$ cat src/rtl/pattern_load_arbiter.sv
// Arbitrates the single-port frame RAM between the SD pattern loader and the life engine.
// Sequences file loads (engine drain, reader restart, bit-count check) with a 1-deep pending slot.
module pattern_load_arbiter #(
   parameter int                ADDR_W     = 24,
   parameter int                FILE_W     = 16,
   parameter logic [FILE_W-1:0] BOOT_FILE  = 16'd0,
   parameter int                FRAME_BITS = 524288,
   parameter int                TIMEOUT    = 2**26
) (
   input  logic              clk_spi,
   input  logic              reset,
   input  logic              load_req,
   input  logic [FILE_W-1:0] load_file_id,
   output logic              load_busy,
   output logic              load_done,
   output logic              load_error,
   output logic [FILE_W-1:0] rd_file_id,
   input  logic              rd_finish,
   input  logic [ADDR_W-1:0] ld_address,
   input  logic              ld_wren,
   input  logic              ld_write_data,
   output logic              eng_pause,
   input  logic              eng_idle,
   input  logic              eng_req,
   output logic              eng_gnt,
   input  logic [ADDR_W-1:0] eng_address,
   input  logic              eng_wren,
   input  logic              eng_rden,
   input  logic              eng_write_data,
   output logic [ADDR_W-1:0] mem_address,
   output logic              mem_wren,
   output logic              mem_rden,
   output logic              mem_write_data
);

   localparam int                CNT_W     = 20;
   localparam int                TMO_W     = (TIMEOUT > 2) ? $clog2(TIMEOUT) : 1;
   localparam logic [CNT_W-1:0] FRAME_CNT = CNT_W'(FRAME_BITS);
   localparam logic [TMO_W-1:0] TMO_LAST  = TMO_W'(TIMEOUT - 1);

   typedef enum logic [2:0] {
      S_IDLE  = 3'd0,
      S_DRAIN = 3'd1,
      S_ISSUE = 3'd2,
      S_LOAD  = 3'd3,
      S_DONE  = 3'd4,
      S_ERROR = 3'd5
   } state_t;

   state_t            r_state,      w_next_state;
   logic [FILE_W-1:0] r_rd_file_id, w_rd_file_id;
   logic [FILE_W-1:0] r_cur_id,     w_cur_id;
   logic [FILE_W-1:0] r_req_id,     w_req_id;
   logic [FILE_W-1:0] r_pend_id,    w_pend_id;
   logic              r_pending,    w_pending;
   logic [CNT_W-1:0]  r_ld_cnt,     w_ld_cnt;
   logic [TMO_W-1:0]  r_tmo,        w_tmo;

   // State and datapath registers; reset lands directly in the boot load.
   always_ff @(posedge clk_spi) begin
      if (reset) begin
         r_state      <= S_LOAD;
         r_rd_file_id <= BOOT_FILE;
         r_cur_id     <= BOOT_FILE;
         r_req_id     <= BOOT_FILE;
         r_pend_id    <= BOOT_FILE;
         r_pending    <= 1'b0;
         r_ld_cnt     <= {CNT_W{1'b0}};
         r_tmo        <= {TMO_W{1'b0}};
      end else begin
         r_state      <= w_next_state;
         r_rd_file_id <= w_rd_file_id;
         r_cur_id     <= w_cur_id;
         r_req_id     <= w_req_id;
         r_pend_id    <= w_pend_id;
         r_pending    <= w_pending;
         r_ld_cnt     <= w_ld_cnt;
         r_tmo        <= w_tmo;
      end
   end

   // Next-state, memory ownership mux and grant.
   always_comb begin
      w_next_state   = r_state;
      w_rd_file_id   = r_rd_file_id;
      w_cur_id       = r_cur_id;
      w_req_id       = r_req_id;
      w_pend_id      = r_pend_id;
      w_pending      = r_pending;
      w_ld_cnt       = r_ld_cnt;
      w_tmo          = r_tmo;
      eng_gnt        = 1'b0;
      mem_address    = {ADDR_W{1'b0}};
      mem_wren       = 1'b0;
      mem_rden       = 1'b0;
      mem_write_data = 1'b0;

      // Requests arriving while busy park in the pending slot, last one wins.
      if (load_req && (r_state != S_IDLE)) begin
         w_pending = 1'b1;
         w_pend_id = load_file_id;
      end else begin
         w_pending = r_pending;
      end

      case (r_state)
         S_IDLE: begin
            eng_gnt = eng_req;
            if (eng_req) begin
               mem_address    = eng_address;
               mem_wren       = eng_wren;
               mem_rden       = eng_rden;
               mem_write_data = eng_write_data;
            end else begin
               mem_wren = 1'b0;
            end
            if (load_req) begin
               if (load_file_id == r_cur_id) begin
                  w_next_state = S_DONE;
               end else begin
                  w_req_id     = load_file_id;
                  w_next_state = S_DRAIN;
               end
            end else begin
               w_next_state = S_IDLE;
            end
         end
         S_DRAIN: begin
            if (eng_idle) begin
               w_rd_file_id = r_req_id;
               w_cur_id     = r_req_id;
               w_ld_cnt     = {CNT_W{1'b0}};
               w_tmo        = {TMO_W{1'b0}};
               w_next_state = S_ISSUE;
            end else begin
               w_next_state = S_DRAIN;
            end
         end
         S_ISSUE: begin
            w_tmo = r_tmo + {{(TMO_W-1){1'b0}}, 1'b1};
            if (r_tmo == TMO_LAST) begin
               w_next_state = S_ERROR;
            end else if (!rd_finish) begin
               w_next_state = S_LOAD;
            end else begin
               w_next_state = S_ISSUE;
            end
         end
         S_LOAD: begin
            mem_address    = ld_address;
            mem_wren       = ld_wren;
            mem_write_data = ld_write_data;
            w_tmo          = r_tmo + {{(TMO_W-1){1'b0}}, 1'b1};
            if (ld_wren && (r_ld_cnt != {CNT_W{1'b1}})) begin
               w_ld_cnt = r_ld_cnt + {{(CNT_W-1){1'b0}}, 1'b1};
            end else begin
               w_ld_cnt = r_ld_cnt;
            end
            // A finishing reader is judged on its count before the timeout is considered.
            if (rd_finish) begin
               w_next_state = (r_ld_cnt == FRAME_CNT) ? S_DONE : S_ERROR;
            end else if (r_tmo == TMO_LAST) begin
               w_next_state = S_ERROR;
            end else begin
               w_next_state = S_LOAD;
            end
         end
         S_DONE, S_ERROR: begin
            if (r_pending || load_req) begin
               w_req_id     = load_req ? load_file_id : r_pend_id;
               w_pending    = 1'b0;
               w_next_state = S_DRAIN;
            end else begin
               w_next_state = S_IDLE;
            end
         end
         default: begin
            w_next_state = S_IDLE;
         end
      endcase
   end

   assign load_busy  = (r_state != S_IDLE) || r_pending;
   assign eng_pause  = (r_state != S_IDLE);
   assign load_done  = (r_state == S_DONE);
   assign load_error = (r_state == S_ERROR);
   assign rd_file_id = r_rd_file_id;

endmodule
$ cat config.mk
export PLATFORM = sky130hd
export DESIGN_NAME = pattern_load_arbiter
export DESIGN_NICKNAME = d
export VERILOG_FILES = /design/src/rtl/pattern_load_arbiter.sv
export SDC_FILE = /design/constraint.sdc
export NUM_CORES = 1
export LEC_CHECK = 0
export BUFFER_PORTS_ARGS = -buffer_cell sky130_fd_sc_hd__buf_4
export CORE_AREA = 2 2 104 106
export DETAILED_ROUTE_END_ITERATION = 6
export DIE_AREA = 0 0 106 108
export GPL_TIMING_DRIVEN = 1
export HOLD_SLACK_MARGIN = 0.05
export MAX_ROUTING_LAYER = met4
export PLACE_DENSITY = 0.79
export SETUP_SLACK_MARGIN = 0.15
export SYNTH_ARGS = -nofsm -noshare
export SYNTH_HDL_FRONTEND = slang
export SYNTH_SLANG_ARGS = --single-unit
$ cat constraint.sdc
create_clock -name clk_spi -period 1.8 [get_ports clk_spi]
set_clock_uncertainty 0.05 [all_clocks]
set_input_delay 0.18 -clock clk_spi [delete_from_list [all_inputs] [get_ports clk_spi]]
set_output_delay 0.18 -clock clk_spi [all_outputs]
set_load 0.1 [all_outputs]
# Yosys cells after proc, flatten, opt, wreduce, memory -nomap -nowiden
# Index checks and enable logic that the tools add are counted.
[word_totals] ff_bits=98 inputBits=75 out_inout_bits=48
[op_classes] addsub=2 eq_ne=14 n_mux=32 n_reduce_logical=15
[op_table] operator="16-bit 2-to-1 mux" count=4
[op_table] operator="26-bit one-hot mux with 2 select lines" count=1
[op_table] operator="24-bit one-hot mux with 2 select lines" count=1
[op_table] operator="20-bit 2-to-1 mux" count=2
[op_table] operator="20-bit one-hot mux with 2 select lines" count=1
[op_table] operator="16-bit one-hot mux with 2 select lines" count=1
[op_table] operator="26-bit by 1-bit adder with 26-bit output, second input constant" count=1
[op_table] operator="26-bit == test, second input constant" count=1
[op_table] operator="26-bit 2-to-1 mux" count=1
[op_table] operator="24-bit 2-to-1 mux" count=1
[op_table] operator="20-bit by 1-bit adder with 20-bit output, second input constant" count=1
[op_table] operator="20-bit == test, second input constant" count=1
[op_table] operator="20-bit != test, second input constant" count=1
[op_table] operator="16-bit == test" count=1
[op_table] operator="3-bit 2-to-1 mux" count=5
[op_table] operator="3-bit one-hot mux with 5 select lines" count=1
[op_table] operator="1-bit 2-to-1 mux" count=11
[op_table] operator="2-bit != test, second input constant" count=5
[op_table] operator="3-bit by 2-bit == test with 1-bit output, second input constant" count=2
[op_table] operator="3-bit == test, second input constant" count=2
[op_table] operator="2-bit nonzero test" count=3
[op_table] operator="1-bit one-hot mux with 2 select lines" count=2
[op_table] operator="2-bit AND reduction" count=2
[op_table] operator="4-bit AND reduction" count=1
[op_table] operator="other kinds (8)" count=11

# Logic depth before layout (Yosys ltp)
# Gate-level depths: netlist (run 1).
[depth] ltp_word=5 mapped_depth=8 depth_no_buf=7

# Worst setup path before layout (run 1)
# Ideal clock, no wire load.
[synth_path] path_type="register to output" from="register r_state[2]" to="output port mem_address[12]" arrival_time_ns=3.015 required_time_ns=1.570 setup_slack_ns=-1.445 path_stages_with_launch=7 n_path_buf=3 path_cell_list="dfxtp_1 buf_2 nor3_1 and2_1 buf_2 buf_1 a22o_1"
[synth_between] elab_chain_len=2 word_cells_on_any_way=3 classes_between="eq/ne: 1; mux: 1; reduce/logical: 1"
[synth_rtl] item="from (decl)" line="50" rtl="state_t r_state, w_next_state;"
[synth_rtl] item="from (signal assigned)" line="71" rtl="r_state <= w_next_state;"
[synth_rtl] item="3-bit by 2-bit == test with 1-bit output or 3-bit zero test (tied branches)" line="106" rtl="case (r_state)"
[synth_rtl] item="24-bit one-hot mux with 2 select lines *" line="106"
[synth_rtl] item="to (decl)" line="30" rtl="output logic [ADDR_W-1:0] mem_address,"
# Every way passes the cells marked *; elsewhere a longest branch is shown, timed or not.

# Worst setup path after layout (run 1)
[layout_path] from="register r_cur_id[9]" to="register r_req_id[8]"
[layout_between] elab_chain_len=3
[layout_rtl] item="from (decl)" line="52" rtl="logic [FILE_W-1:0] r_cur_id, w_cur_id;"
[layout_rtl] item="from (signal assigned)" line="73" rtl="r_cur_id <= w_cur_id;"
[layout_rtl] item="16-bit == test" line="118" rtl="if (load_file_id == r_cur_id) begin"
[layout_rtl] item="2-bit != test (no line)"
[layout_rtl] item="4-bit AND reduction (no line)"
[layout_rtl] item="to (signal assigned)" line="74" rtl="r_req_id <= w_req_id;"
[layout_rtl] item="to (decl)" line="53" rtl="logic [FILE_W-1:0] r_req_id, w_req_id;"
# Every way passes these cells.
# A chain may end at the register's enable or synchronous reset.

==> flow_summary.yaml, run 1 <==
logic_synthesis:
  synth_cell_type_count: 54
  synth_area_leaders: "dfxtp_1 (40%), nand2_1 (7.1%), a21oi_1 (6.0%)"
  ys.warnings.count: 0
  ys_ff_latch: 98
  netlist_top_cells_count: "dfxtp_1 (98), nand2_1 (93), a21oi_1 (59), a211oi_1 (33), nor2_1 (30)"
  synth_top_area_share_pct: 40.1
  async_reset_ff_share_pct: 0
  ys_seq_area_share_pct: 40.1
  synthCells: 575
  yosysTopAreaCell: "dfxtp_1"
  avgSynthCellArea_um2: 8.50
  syn-num-nets: 653
  synth_ff_type: "dfxtp_1"
  synth_most_common_cell: "dfxtp_1"
  netlist_area_mm2: 0.00489
  synth-edff-count: 0
floorplan:
  num_rows: 37
  initial_core_util_pct: 47.8
  core_area_mm2: 0.0102
  die_area_mm2: 0.0114
  fp.dieW_um: 106
  die_h_um: 108
  ios: 123
job:
  max_cap_violations: 0
worst_setup_path:
  reg2reg_depth: 6
  r2r-start: "r_cur_id[9]$_SDFFE_PP0P_"
  max_stage_delay_ns: 0.85
  timing.rr.end: "r_req_id[8]$_SDFFE_PP0P_"
  critical_path_class: "register to register"
  slowest_stage: "a211oi_1"
  critPathArrivalTime_ns: 2.91
  reg2reg_setup_slack_ns: -0.95
  crit_chain: "xor2_2, nor4_4, nand4_4, buf_6, a211oi_1, a211oi_2"
  path_max_fanout: 17
  endpoint_kind: "register"
  startpoint_type: "register"
  worstPathRequired_ns: 1.96
clocking:
  cts_num_sinks: 98
  cts_tree: "done"
  clk_latency_ns: 0.40
  max-clock-path-buffers: 2
  cts_root_buf: "clkbuf_8"
  h-tree-depth: 3
  numCtsBuffers: 9
  cts.reportedPaths.clkPinSlew_ns: 0.13
layout:
  fin_area_mm2: 0.00944
  nets: 881
  fillers: 323
  fin_util_pct: 92.3
  syn_to_final_growth_pct: 93.2
  finalNonFillerCells: 948
  drive_gt1_share_pct: 63.9
placed_design:
  placed_area_mm2: 0.00687
  port_buffers: 122
  placedCellCount: 869
  dp_hpwl_um: 11100
  gp_congestion: 0.892
routing:
  drt-initial-drc-count: 824
  dr_total_vias: 6776
  drcViolationCount: 15
  wl_per_cell_um: 30.8
  drt_wl_total_um: 29200
  vias_per_cell: 7.15
  drtAntennaViolNets: 0
  detail_route.first_pass.iterations: 7
power:
  p_per_area_mw_per_mm2: 729
  p_leak_uw: 0.00374
  peakVddDrop_mv: 0.601
global_route:
  gr-usage-all-layers_pct: 35.5
  grt_max_degree: 34
  grt_overflow_total: 0
  antenna_found_initial: 4
  grt_pass1_wl_um: 30900
  grt_pass1_vias: 5789
status:
  status: "finished, violations left"
  violations: "DRC, setup timing"
timing:
  setup_viol: 72
  slew_viol_final: 0
  slew_headroom_pct: 30.1
  setup_ws_ns: -0.947
  fmax_mhz: 364
  tns_ns: -17.53
  rsz0062_at_grt: "yes"
  min_period_ns: 2.75
  worst_slew_pin_slew_ns: 1.04
  min_period_over_period_pct: 153
  hold_violations: 0
min_path:
  hp-start: "reset"
  holdPathStages: 2
  min_to: "r_cur_id[3]$_SDFFE_PP0P_"
  holdCritPathClass: "input port to register"
-- flip-flops by register name, summed over array words and instances, names as in the netlist --
register	flops
r_pend_id	16
r_cur_id	16
r_req_id	16
r_tmo	26
r_ld_cnt	20
r_pending	1
r_state	3
-- critical path: cells and delay by family, from the launching register on --
family | cells | cell delay, ns
xor gates and xnor gates | 1 | 0.17
buffers and inverters | 1 | 0.24
AOI/OAI and AO/OA | 2 | 1.11
DFF | 1 | 0.38
and+or+nand+nor | 2 | 0.61
-- power breakdown --
part	total [uW]	internal, uW	switching, uW
sequential	2310	2210	97.6
combinational	3100	1270	1820
clock	1480	523	958
total	6890	4010	2880
-- repair_timing --
action | 4_1_cts | 5_1_grt
hold buffers | 12 | 0
resized for setup | 188 | 223
pin swaps | 25 | 87
endpoints found under the hold margin | 12 | 0
cloned | 5 | 8
setup endpoints to repair | 89 | 128
setup buffers | 16 | 18
-- final cells by class --
type	count	area (um2)	area share (%)
clock buffers	10	128	1.35
repair buffers	252	2800	29.7
diodes	4	10.0	0.106
inverters	8	41.3	0.437
well taps	136	170	1.80
flip-flops and latches	98	2070	21.9
multi-input cells	434	4170	44.2
clock inverters	6	51.3	0.543
-- how the worst max path moves through the flow --
stage	start	end
2_1_floorplan	r_cur_id[6]$_SDFFE_PP0P_	r_state[0]$_SDFF_PP1_
3_3_place_gp	load_file_id[2]	r_state[0]$_SDFF_PP1_
3_5_place_dp	load_file_id[2]	r_state[0]$_SDFF_PP1_
4_1_cts	r_state[2]$_SDFF_PP0_	mem_wren
5_1_grt	r_cur_id[9]$_SDFFE_PP0P_	r_req_id[8]$_SDFFE_PP0P_
6_report	r_cur_id[9]$_SDFFE_PP0P_	r_req_id[8]$_SDFFE_PP0P_
-- kinds of logic (layout without fill, tap and decap cells) --
| family | count (synthesis) | count (layout) | synth area share, % |
|---|---|---|---|
| flops | 98 | 98 | 40.1 |
| compound gates | 161 | 161 | 22.6 |
| xor+xnor | 30 | 30 | 5.38 |
| other cells | 0 | 4 | 0 |
| fa+ha+maj | 3 | 3 | 0.768 |
| mux | 16 | 16 | 3.28 |
| buf+inv | 43 | 276 | 3.61 |
| simple gates | 224 | 224 | 24.3 |
-- stage by stage --
stage / setup slack (ns) / power (uW) / hold slack, ns
6_report: -0.947 / 6890 / 0.127
5_1_grt: -0.896 / 6940 / 0.114
4_1_cts: -0.107 / 6140 / 0.0996
3_5_place_dp: -0.0397 / 4290 / 0.386
3_3_place_gp: -0.00241 / 4260 / 0.377
2_1_floorplan: -0.241 / 3750 / 0.236
-- layout by cell type, fill, tap and decap left out, types with 25 or more instances in the layout --
master / Yosys / routed
buf_12: 0 / 45
a21oi_2: 0 / 37
nand2_4: 0 / 31
dfxtp_1: 98 / 66
a22o_4: 0 / 25
nand2_1: 93 / 47
a211oi_2: 0 / 25
dfxtp_4: 0 / 27
buf_4: 1 / 155
buf_6: 0 / 27
-- routing by layer --
layer  global-route usage (%)  up-vias  share of wire [%]
met4                     13.5        0                 11
met1                     40.4     3158                 31
li1                         -     2593                  -
met5                        -        -                  0
met2                     63.5      693                 45
met3                     5.12      332                 12
No activity file was read; power rests on OpenSTA's default activity.
==> inputs of run 2 (changes only) <==
Settings changed: CELL_PAD_IN_SITES_DETAIL_PLACEMENT from default to 1, CELL_PAD_IN_SITES_GLOBAL_PLACEMENT from default to 2, CORE_AREA 2 2 104 106 to 2 2 136 138, DIE_AREA 0 0 106 108 to 0 0 138 140.
==> flow_summary.yaml, run 2 (synthesized netlist as in run 1, its figures left out) <==
placed_design:
  placed_area_mm2: 0.00709
  dp_hpwl_um: 13000
  gp_congestion: 0.870
  dp_slack_ns: -0.0932
  port_buffers: 122
floorplan:
  num_rows: 49
  initial_core_util_pct: 27.5
  ios: 123
  fp.dieW_um: 138
  die_h_um: 140
  die_area_mm2: 0.0193
  core_area_mm2: 0.0178
worst_setup_path:
  worstPathRequired_ns: 1.98
  path_max_fanout: 2
  endpoint_kind: "register"
  critical_path_class: "register to register"
  startpoint_type: "register"
  critPathArrivalTime_ns: 2.15
timing:
  worst_slew_pin_slew_ns: 0.735
  setup_viol: 57
  min_period_ns: 1.96
  slew_viol_final: 0
  tns_ns: -4.84
  slew_headroom_pct: 51.0
  min_period_over_period_pct: 109
  whs_ns: 0.0453
  fmax_mhz: 509
  hold_violations: 0
  setup_ws_ns: -0.165
  rsz0062_at_grt: "yes"
power:
  p_per_area_mw_per_mm2: 776
  p_leak_uw: 0.00361
  peakVddDrop_mv: 0.477
clocking:
  numCtsBuffers: 9
  cts_tree: "done"
  cts_num_sinks: 98
  max-clock-path-buffers: 2
  h-tree-depth: 3
  clk_latency_ns: 0.36
  cts_root_buf: "clkbuf_16"
  cts.reportedPaths.clkPinSlew_ns: 0.07
layout:
  mostFrequentLayoutCell: "buf_4"
  antenna_cells: 0
  syn_to_final_growth_pct: 86.5
  final_cell_mix: "buf_4 (173), nand2_1 (68), dfxtp_1 (67)"
  largest_reg_flops: 26
  fin_area_mm2: 0.00911
  fillers: 1922
  drive_gt1_share_pct: 59.0
  reg_top3: "r_tmo x26, r_ld_cnt x20"
  nets: 877
  top_register: "r_tmo"
routing:
  drtAntennaViolNets: 0
  wl_per_cell_um: 19.8
  drt_wl_total_um: 20400
  drt-initial-drc-count: 212
  drcViolationCount: 0
  vias_per_cell: 5.30
  detail_route.first_pass.iterations: 4
  dr_total_vias: 5475
global_route:
  antenna_found_initial: 0
  grt_pass1_wl_um: 29800
  grt_pass1_vias: 5563
  grt_overflow_total: 0
  gr-usage-all-layers_pct: 19.6
  grt_max_degree: 50
min_path:
  holdCritPathClass: "input port to register"
job:
  max_cap_violations: 0
status:
  violations: "setup timing"
  status: "finished, violations left"
[run 2: cell types whose count changed in the layout (fill, tap and decap cells not counted), moves of 7 or more]
cell,before,now
buf_4,155,173
clkbuf_8,9,2
nand2_1,47,68
nand2_2,13,5
nand2_4,31,19
nor2_1,12,24
nor2_4,15,5
[run 2: per-layer routing]
layer  share of wire (%)  track usage, %
met2                  53            34.8
met3                 4.0            2.67
met1                  41            23.2
met5                   0               -
met4                 1.9            5.85
[run 2: what timing repair did]
item | in CTS | in global routing
gates cloned | 0 | 4
hold buffers | 8 | 0
setup buffers | 15 | 15
setup endpoints to repair | 104 | 128
resized for setup | 145 | 165
hold endpoints to repair | 8 | 0
pin swaps | 15 | 59
[run 2: worst paths after layout]
path | start | cells past startpoint | slack (ns) | endpoint
setup / recovery | r_cur_id[14]$_SDFFE_PP0P_ | 5 | -0.16 | r_state[0]$_SDFF_PP1_
hold / removal | load_file_id[10] | 3 | 0.05 | r_pend_id[10]$_SDFFE_PP0P_
setup reg to reg | r_cur_id[14]$_SDFFE_PP0P_ | 5 | -0.16 | r_state[0]$_SDFF_PP1_
hold reg to reg | r_req_id[8]$_SDFFE_PP0P_ | 2 | 0.41 | r_cur_id[8]$_SDFFE_PP0P_
[run 2: metrics by stage]
stage | std cells | total power [uW] | util, %
after global routing | 1033 | 7300 | 51.3
after global placement | 975 | 4320 | 39.9
after floorplan | 575 | 3750 | -
after detailed placement | 975 | 4360 | 39.9
after CTS | 1014 | 6810 | 45.9
final | 1033 | 7070 | 51.3
[run 2: where the power goes]
part,switching [uW],leakage [uW],total [uW],internal (uW)
registers,67.9,0.000815,2290,2220
clock network,908,0.000156,2070,1160
logic,1560,0.00264,2710,1150
total,2540,0.00361,7070,4530
[run 2: final cells by class]
type                    instances  area (um2)  share of cell area (%)
repair buffers                248        2550                    27.9
well taps                     229         287                    3.14
inverters                       8        40.0                   0.439
clock inverters                 5        61.3                   0.673
clock buffers                  11         253                    2.77
multi-input cells             434        3870                    42.5
flip-flops and latches         98        2050                    22.5
[run 2: worst max-delay path, stage by stage, from the launching register on]
cell and delay, ns:
dfxtp_4 0.36, xor2_2 0.15, nor4_4 0.44, nand4_4 0.16
a21o_1 0.23, or4b_1 0.46
==> inputs of run 3 (changes only) <==
--- a/config.mk
+++ b/config.mk
@@ -7,2 +7,3 @@
 export LEC_CHECK = 0
+export ABC_AREA = 1
 export BUFFER_PORTS_ARGS = -buffer_cell sky130_fd_sc_hd__buf_4
@@ -10,5 +11,5 @@
 export CELL_PAD_IN_SITES_GLOBAL_PLACEMENT = 2
-export CORE_AREA = 2 2 136 138
+export CORE_AREA = 2 2 148 150
 export DETAILED_ROUTE_END_ITERATION = 6
-export DIE_AREA = 0 0 138 140
+export DIE_AREA = 0 0 150 152
 export GPL_TIMING_DRIVEN = 1
--- a/constraint.sdc
+++ b/constraint.sdc
@@ -4,2 +4,2 @@
 set_output_delay 0.18 -clock clk_spi [all_outputs]
-set_load 0.1 [all_outputs]
+set_load 0.05 [all_outputs]
==> flow_summary.yaml, run 3 <==
status:
  status: "finished, violations left"
  violations: "setup timing"
routing:
  vias_per_cell: 4.72
  dr_total_vias: 6204
  drtAntennaViolNets: 0
  wl_per_cell_um: 15.9
  drt_wl_total_um: 20900
  drcViolationCount: 0
  detail_route.first_pass.iterations: 4
  drt-initial-drc-count: 229
global_route:
  gr-usage-all-layers_pct: 17.5
  grt_pass1_vias: 6176
  grt_pass1_wl_um: 31200
  grt_max_degree: 56
  grt_overflow_total: 0
  antenna_found_initial: 0
worst_setup_path:
  path_max_fanout: 7
  worstPathRequired_ns: 1.57
  endpoint_kind: "primary output"
  reg2reg_setup_slack_ns: 0.03
  startpoint_type: "register"
  critical_path_class: "register to primary output"
  critPathArrivalTime_ns: 1.67
floorplan:
  num_rows: 54
  fp.dieW_um: 150
  core_area_mm2: 0.0214
  die_h_um: 152
  ios: 123
  die_area_mm2: 0.0228
  initial_core_util_pct: 25.4
layout:
  final_cell_mix: "nand2_1 (158), buf_4 (152), inv_1 (101)"
  nets: 1108
  syn_to_final_growth_pct: 65.7
  antenna_cells: 0
  finalNonFillerCells: 1315
  fin_area_mm2: 0.00899
  drive_gt1_share_pct: 42.2
  reg_top3: "r_tmo x26, r_ld_cnt x20"
  fin_util_pct: 42.1
  top_register: "r_tmo"
  mostFrequentLayoutCell: "nand2_1"
  largest_reg_flops: 26
logic_synthesis:
  netlist_top_cells_count: "nand2_1 (187), inv_1 (104), dfxtp_1 (98), nor2_1 (91), a21oi_1 (90)"
  synth_area_leaders: "dfxtp_1 (36%), nand2_1 (13%), a21oi_1 (8.3%)"
  ys.warnings.count: 0
  synthCells: 821
  synth_top_area_share_pct: 36.1
  ys_seq_area_share_pct: 36.1
  synth_ff_type: "dfxtp_1"
  async_reset_ff_share_pct: 0
  syn-num-nets: 899
  synth_cell_type_count: 37
  synth_most_common_cell: "nand2_1"
  synth-edff-count: 0
  avgSynthCellArea_um2: 6.61
  netlist_area_mm2: 0.00543
  yosysTopAreaCell: "dfxtp_1"
  ys_ff_latch: 98
clocking:
  cts_root_buf: "clkbuf_16"
  cts.reportedPaths.clkPinSlew_ns: 0.07
  numCtsBuffers: 9
  cts_num_sinks: 98
  max-clock-path-buffers: 2
  clk_latency_ns: 0.35
  cts_tree: "done"
  h-tree-depth: 3
placed_design:
  placed_area_mm2: 0.00716
  dp_hpwl_um: 13600
  gp_congestion: 0.806
  placedCellCount: 1240
  dp_slack_ns: 0.0102
  port_buffers: 122
timing:
  setup_ws_ns: -0.0971
  worst_slew_pin_slew_ns: 0.397
  rsz0062_at_grt: "yes"
  whs_ns: 0.0807
  slew_headroom_pct: 73.5
  hold_violations: 0
  setup_viol: 26
  slew_viol_final: 0
  min_period_ns: 1.90
  fmax_mhz: 527
  min_period_over_period_pct: 105
power:
  p_per_area_mw_per_mm2: 778
  p_leak_uw: 0.00402
  peakVddDrop_mv: 0.473
min_path:
  holdCritPathClass: "input port to register"
job:
  max_cap_violations: 0
==> run 3: cell type report <==
type	instances	area (um2)
repair buffers	232	2260
multi-input cells	581	3650
fillers	2632	12400
clock inverters	5	38.8
flip-flops and latches	98	2010
well taps	280	350
inverters	108	443
clock buffers	11	243
==> run 3: stage by stage <==
stage | TNS [ns] | total power [uW]
floorplan | 0 | 3720
global placement | 0 | 4420
detailed placement | 0 | 4440
CTS | -1.09 | 6630
global route | -3.46 | 7310
finish | -1.01 | 6990
==> run 3: cell families (layout without fill, tap and decap cells) <==
logic type / count (synthesis) / count (layout) / share of synthesized area (%)
AND/OR/NAND/NOR: 380 / 380 / 30.0
XOR/XNOR: 7 / 7 / 1.13
flip-flops: 98 / 98 / 36.1
buffers and inverters: 142 / 356 / 10.4
AO/OA/AOI/OAI: 175 / 175 / 18.3
adder cells (fa/ha/maj): 3 / 3 / 0.691
multiplexers: 16 / 16 / 3.32
==> run 3: where the power goes <==
group | switching [uW] | internal [uW]
sequential | 92.1 | 2310
combinational | 1520 | 1160
clock | 932 | 986
==> run 3: critical path, stage by stage (launching register included) <==
cell and delay (ns):
dfxtp_4 0.36, nor3_2 0.17, buf_4 0.15, nand2_4 0.06, clkinv_8 0.08, buf_12 0.12, a22o_1 0.19, buf_6 0.18
==> run 3: path summary, 6_finish.rpt <==
check / from / to / depth (start not counted)
setup / recovery: r_state[0]$_SDFF_PP1_ / mem_address[0] / 7
hold / removal: load_file_id[0] / r_pend_id[0]$_SDFFE_PP0P_ / 3
setup reg to reg: r_state[1]$_SDFF_PP1_ / r_ld_cnt[2]$_SDFFE_PP0P_ / 13
hold reg to reg: r_cur_id[1]$_SDFFE_PP0P_ / r_cur_id[1]$_SDFFE_PP0P_ / 2
==> run 3: timing repair <==
action,4_1_cts,5_1_grt
resized for setup,71,182
buffers inserted,15,20
pin swaps,10,42
cloned,3,6
hold buffers,15,0
endpoints found under the hold margin,15,0
setup endpoints to repair,76,106
==> run 3: per-layer routing <==
| metal | part of all wire (%) | global-route usage, % | vias up |
|---|---|---|---|
| met5 | 0 | - | - |
| met4 | 1.6 | 3.68 | 0 |
| met3 | 2.2 | 3.12 | 21 |
| met2 | 52 | 29.7 | 58 |
| met1 | 45 | 21.6 | 3025 |
| li1 | - | - | 3100 |
